**config.mk**
```make
export PLATFORM = sky130hd
export DESIGN_NAME = ternary_serial_minmax
export DESIGN_NICKNAME = d
export VERILOG_FILES = /design/src/rtl/ternary_serial_minmax.sv
export SDC_FILE = /design/constraint.sdc
export NUM_CORES = 1
export LEC_CHECK = 0
export ABC_CLOCK_PERIOD_IN_PS = 2800
export CAP_MARGIN = 20
export CORE_UTILIZATION = 50
export DETAILED_ROUTE_END_ITERATION = 16
export GPL_TIMING_DRIVEN = 0
export PLACE_DENSITY_LB_ADDON = 0.3
export RECOVER_POWER = 100
export SLEW_MARGIN = 20
export SYNTH_ARGS = -nofsm -noshare
export SYNTH_HDL_FRONTEND = slang
export SYNTH_SLANG_ARGS = --single-unit
```
**constraint.sdc**
```tcl
create_clock -name clk -period 2.8 [get_ports clk]
set_input_delay 0.7 -clock clk [delete_from_list [all_inputs] [get_ports clk]]
set_output_delay 0.7 -clock clk [all_outputs]
set_load 0.02 [all_outputs]
```
**src/rtl/ternary_serial_minmax.sv**
```systemverilog
// rtl/ternary_serial_minmax.sv - serial MSB-first balanced-ternary word compare with packed min/max output
module ternary_serial_minmax #(
    parameter int N = 4
) (
    input  logic             clk,
    input  logic             rst_n,
    input  logic             in_valid,
    output logic             in_ready,
    input  logic             in_last,
    input  logic [1:0]       a_trit,
    input  logic [1:0]       b_trit,
    output logic             out_valid,
    input  logic             out_ready,
    output logic [2*N-1:0]   min_word,
    output logic [2*N-1:0]   max_word,
    output logic [1:0]       cmp,
    output logic             err
);
    localparam int CW = (N > 2) ? $clog2(N) : 1;
    localparam logic [CW-1:0] CNT_MAX = CW'(N - 1);
    localparam logic [2*N-1:0] ZERO_WORD = {N{2'b01}};

    // State codes double as the cmp output encoding.
    typedef enum logic [1:0] {
        S_LT = 2'b00,
        S_EQ = 2'b01,
        S_GT = 2'b10
    } state_t;

    state_t          r_state;
    state_t          w_cmp_state;
    state_t          w_state_next;
    logic [CW-1:0]   r_cnt;
    logic [2*N-1:0]  r_a;
    logic [2*N-1:0]  r_b;
    logic            r_sticky;
    logic            r_out_valid;
    logic [2*N-1:0]  r_min;
    logic [2*N-1:0]  r_max;
    logic [1:0]      r_cmp;
    logic            r_err;

    logic            w_accept;
    logic            w_a_ill;
    logic            w_b_ill;
    logic [1:0]      w_a_t;
    logic [1:0]      w_b_t;
    logic            w_last_trit;
    logic            w_word_end;
    logic            w_frame_err;
    logic [2*N-1:0]  w_a_buf;
    logic [2*N-1:0]  w_b_buf;

    assign in_ready    = !r_out_valid;
    assign out_valid   = r_out_valid;
    assign min_word    = r_min;
    assign max_word    = r_max;
    assign cmp         = r_cmp;
    assign err         = r_err;

    assign w_accept    = in_valid && !r_out_valid;
    assign w_a_ill     = (a_trit == 2'b11);
    assign w_b_ill     = (b_trit == 2'b11);
    assign w_a_t       = w_a_ill ? 2'b01 : a_trit;
    assign w_b_t       = w_b_ill ? 2'b01 : b_trit;
    assign w_last_trit = (r_cnt == CNT_MAX);
    assign w_word_end  = w_accept && (in_last || w_last_trit);
    assign w_frame_err = (in_last != w_last_trit);

    // Legal trit codes are monotonic in value, so a plain unsigned compare orders them.
    always_comb begin
        w_cmp_state  = r_state;
        if (w_accept && (r_state == S_EQ)) begin
            if (w_a_t < w_b_t) begin
                w_cmp_state = S_LT;
            end else if (w_a_t > w_b_t) begin
                w_cmp_state = S_GT;
            end
        end
        w_state_next = w_word_end ? S_EQ : w_cmp_state;
    end

    always_comb begin
        w_a_buf = (r_cnt == '0) ? ZERO_WORD : r_a;
        w_b_buf = (r_cnt == '0) ? ZERO_WORD : r_b;
        for (int i = 0; i < N; i++) begin
            if (i == (N - 1 - int'(r_cnt))) begin
                w_a_buf[2*i +: 2] = w_a_t;
                w_b_buf[2*i +: 2] = w_b_t;
            end
        end
    end

    always_ff @(posedge clk or negedge rst_n) begin
        if (!rst_n) begin
            r_state <= S_EQ;
        end else begin
            r_state <= w_state_next;
        end
    end

    always_ff @(posedge clk or negedge rst_n) begin
        if (!rst_n) begin
            r_cnt       <= '0;
            r_a         <= ZERO_WORD;
            r_b         <= ZERO_WORD;
            r_sticky    <= 1'b0;
            r_out_valid <= 1'b0;
            r_min       <= ZERO_WORD;
            r_max       <= ZERO_WORD;
            r_cmp       <= 2'b01;
            r_err       <= 1'b0;
        end else begin
            if (w_accept) begin
                r_a      <= w_a_buf;
                r_b      <= w_b_buf;
                r_cnt    <= w_word_end ? '0 : r_cnt + 1'b1;
                r_sticky <= w_word_end ? 1'b0 : (r_sticky | w_a_ill | w_b_ill);
            end
            if (w_word_end) begin
                r_out_valid <= 1'b1;
                r_cmp       <= w_cmp_state;
                r_min       <= (w_cmp_state == S_GT) ? w_b_buf : w_a_buf;
                r_max       <= (w_cmp_state == S_GT) ? w_a_buf : w_b_buf;
                r_err       <= r_sticky | w_a_ill | w_b_ill | w_frame_err;
            end else if (r_out_valid && out_ready) begin
                r_out_valid <= 1'b0;
            end
        end
    end
endmodule

```
==> results of run 1 <==
==> power by group through the flow <==
stage / clock network (µW) / registers [µW] / logic, µW
floorplan: 0 / 1110 / 543
global placement: 0 / 986 / 1040
detailed placement: 0 / 1000 / 1070
CTS: 389 / 990 / 1080
global route: 412 / 1010 / 1120
finish: 382 / 981 / 1030
==> cell families after synthesis <==
kind of cell	after synthesis	share of synthesized area [%]
flip-flops	41	47.83
AND/OR/NAND/NOR	69	15.13
buffers and inverters	23	4.224
multiplexers	12	6.050
AO/OA/AOI/OAI	74	22.77
adder cells (fa/ha/maj)	7	3.995
==> cells in the final DEF, fill, tap and decap left out, drive strengths merged, types with 2 or more instances in the layout <==
cell	n
mux2	10
dfstp	18
a22o	2
clkdlybuf4s50	4
a21oi	15
mux2i	2
inv	8
o311ai	4
o31ai	3
nor4	2
and3b	3
o21ai	28
nor3b	3
dfrtp	23
dlygate4sd3	22
nor3	3
nor2b	3
a31oi	8
nand2b	3
a22oi	3
o21ba	3
nor2	17
ha	7
a221o	2
nand3	4
clkbuf	18
nand2	29
clkinv	2
buf	3
==> worst paths after layout <==
| check | endpoint |
|---|---|
| setup / recovery | max_word[6] |
| max in group asynchronous | r_b[1] |
| min in group asynchronous | min_word[7] |
| hold / removal | r_b[3] |
| setup reg to reg | max_word[5] |
| hold reg to reg | r_b[3] |
==> metal layers <==
metal	track usage [%]	wire [µm]	up-vias	part of all wire (%)
li1	-	-	885	-
met1	30.97	2353	872	46
met2	40.56	2451	45	48
met3	6.500	201	10	3.9
met4	11.20	110	0	2.2
met5	0	0	-	0
==> cells in the mapped netlist (2+ instances only) <==
cell type and n:
nor2_1 17, mux2_2 10, nor2b_1 3, dfrtp_1 23, a31oi_1 8, nor4_1 2, nor3b_1 3, o31ai_1 3
a221o_1 2, mux2i_1 2, a21oi_1 15, a22o_1 2, nand3_1 4, o21ai_0 18, nor3_1 3, o311ai_0 3
and3b_1 3, nand2_1 29, dfstp_2 18, nand2b_1 2, o21ba_2 3, ha_1 7, buf_2 5, o21ai_1 10
a22oi_1 3, clkbuf_1 10, inv_1 8
==> registers in the layout, summed over array words and instances, names as in the netlist <==
| register | cells |
|---|---|
| min_word | 8 |
| cmp | 2 |
| max_word | 8 |
| r_a | 8 |
| out_valid | 1 |
| r_cnt | 2 |
| r_state | 2 |
| r_b | 8 |
| err | 1 |
| r_sticky | 1 |
==> worst reg2reg max path, stage by stage (launching register included) <==
cell	delay [ns]
dfrtp_1	0.42
ha_1	0.37
inv_1	0.08
ha_1	0.25
or3b_1	0.45
clkbuf_1	0.24
clkbuf_1	0.28
nand2_1	0.11
o311ai_0	0.13
==> per-stage QoR <==
stage / hold WS [ns] / util, % / setup TNS [ns]
floorplan: 0.4044 / - / 0
global placement: 0.4486 / 61.84 / -4.676
detailed placement: 0.4652 / 62.39 / -4.967
CTS: 0.3814 / 64.46 / 0
global route: 0.5074 / 63.88 / 0
finish: 0.4808 / 63.88 / 0
==> layout make-up <==
type / instances / area (µm²) / area share (%)
clock inverter: 3 / 17.52 / 0.6663
timing repair buffer: 30 / 289.0 / 10.99
inverter: 8 / 30.03 / 1.142
tap: 50 / 62.56 / 2.380
buffer: 14 / 56.30 / 2.142
clock buffer: 5 / 68.82 / 2.618
multi-input combinational: 162 / 1056 / 40.17
sequential: 41 / 1049 / 39.89
==> what timing repair did <==
action                                  CTS  global route
pin swaps                                 1             1
endpoints found under the setup margin   11            12
resized for setup                         1             4
setup buffers                             0             0
==> impl_metrics.tcl, run 1 <==
set metrics [dict create \
    r2r-start "r_cnt[0]" \
    wirelength_mm 5.116 \
    wl_per_cell_um 16.35 \
    setup_viol 0 \
    synthFlopType "dfrtp_1" \
    path_cells "clkdlybuf4s50_1, nor2b_2, ha_1, a21bo_4, a2111o_1, buf_2, a31oi_1, a22o_1" \
    instances_no_fill 313 \
    critPathBufInv 2 \
    antenna_found_initial 0 \
    grt_pass1_vias 1731 \
    critical_path.endpoint_type "register" \
    dp_slack_ns -0.4137 \
    finalCritPeriodShare_pct 95.41 \
    nNetsFinal 278 \
    synth-edff-count 0 \
    cts_tree "built" \
    worstSetupPathType "input port to register" \
    area_growth_pct 19.92 \
    vias 1812 \
    track_usage_pct 24.98 \
    p_per_area_nw_per_um2 909.9 \
    cts_made_buffers 5 \
    post-route-min-period_ns 2.671 \
    syn-num-nets 242 \
    grt_max_degree 23 \
    avgSynthCellArea_um2 9.700 \
    final_area_um2 2629 \
    async_flop_share_pct 100.0 \
    cts_hold_buf 0 \
    dp.cells 306 \
    max_freq_mhz 374.3 \
    max-vdd-ir-drop_mv 0.5178 \
    ff2ff_path_depth 8 \
    timing.final.ws_setup_ns 0.1286 \
    finalHoldViolCount 0 \
    dieWidth_um 68.22 \
    synth_area_leaders "dfrtp_1, dfstp_2, mux2_2" \
    drc_errors 0 \
    initial_utilization_pct 53.27 \
    swShare_pct 38.82 \
    finalPower_uw 2392 \
    portBuffers 29 \
    htreeDepth 2 \
    critPathLaunch "a_trit[1]" \
    clock-sinks 41 \
    hp-class "register to register" \
    power_switching_uw 928.6 \
    gp_congestion 0.8796 \
    clk_path_buf_depth 2 \
    power_frac_seq_pct 41.0 \
    coreArea_um2 4115 \
    grt_overflow_total 0 \
    worstPathArrival_ns 2.92 \
    syn-instance-count 226 \
    drt_iter0_markers 152 \
    clock_skew_ns 0.005287 \
    worst-path-stages 8 \
    rows 23 \
    dieArea_um2 4653 \
    pwr-share-comb_pct 43.0 \
    num_io_pins 30 \
    antenna_cells 0 \
    place_area_um2 2567 \
    yosys.area.top_type "dfrtp_1" \
    clkPwrFrac_pct 16.0 \
    clk_pin_slew_ns 0.08 \
    vias_per_cell 5.789 \
    drtAntennaViolNets 0 \
    rsz0062_at_grt "false" \
    die_h_um 68.22 \
    detailed_place_hpwl_mm 3.809 \
    ys_warn_count 0 \
    cp_slowest_cell "clkdlybuf4s50_1" \
    maxCapViolations 0 \
    cts-root-buf "clkbuf_8" \
    synthesis.area_um2 2192 \
    synth_seq_cells 41 \
    relSlewSlack_pct 23.96 \
    slew_violations 0 \
    leakagePower_uw 0.001098 \
    clk-insertion-delay-late_ns 0.30 \
    yosysUniqueCellTypes 37 \
    status "finished clean" \
    hold_depth 2 \
    p_int_uw 1463 \
    yosysTopAreaCellShare_pct 26.26 \
    path_max_fanout 10 \
    fillers 350 \
    worstPathRequired_ns 3.05 \
    critPathLaunchType "input port" \
    worst_pin_slew_ns 1.141 \
    holdCritStartpoint "r_b[3]" \
    cp_top_family "compound AO/OA/AOI/OAI gates" \
    first_pass_iters 4 \
    slowest_delay_ns 0.47 \
    ys_seq_area_share_pct 47.83 \
    r2r_setup_slack_ns 0.32 \
    grt_pass1_wl_mm 8.155 \
    drive_above_1_share_pct 18.63 \
]
(Power assumes the default switching activity.)
==> run 2: changes to the inputs <==
Settings changed: CAP_MARGIN 20 to default, CTS_CLUSTER_SIZE from default to 10.
==> results of run 2 <==
The final DEF is identical to that of run 1; final timing and power are the same.
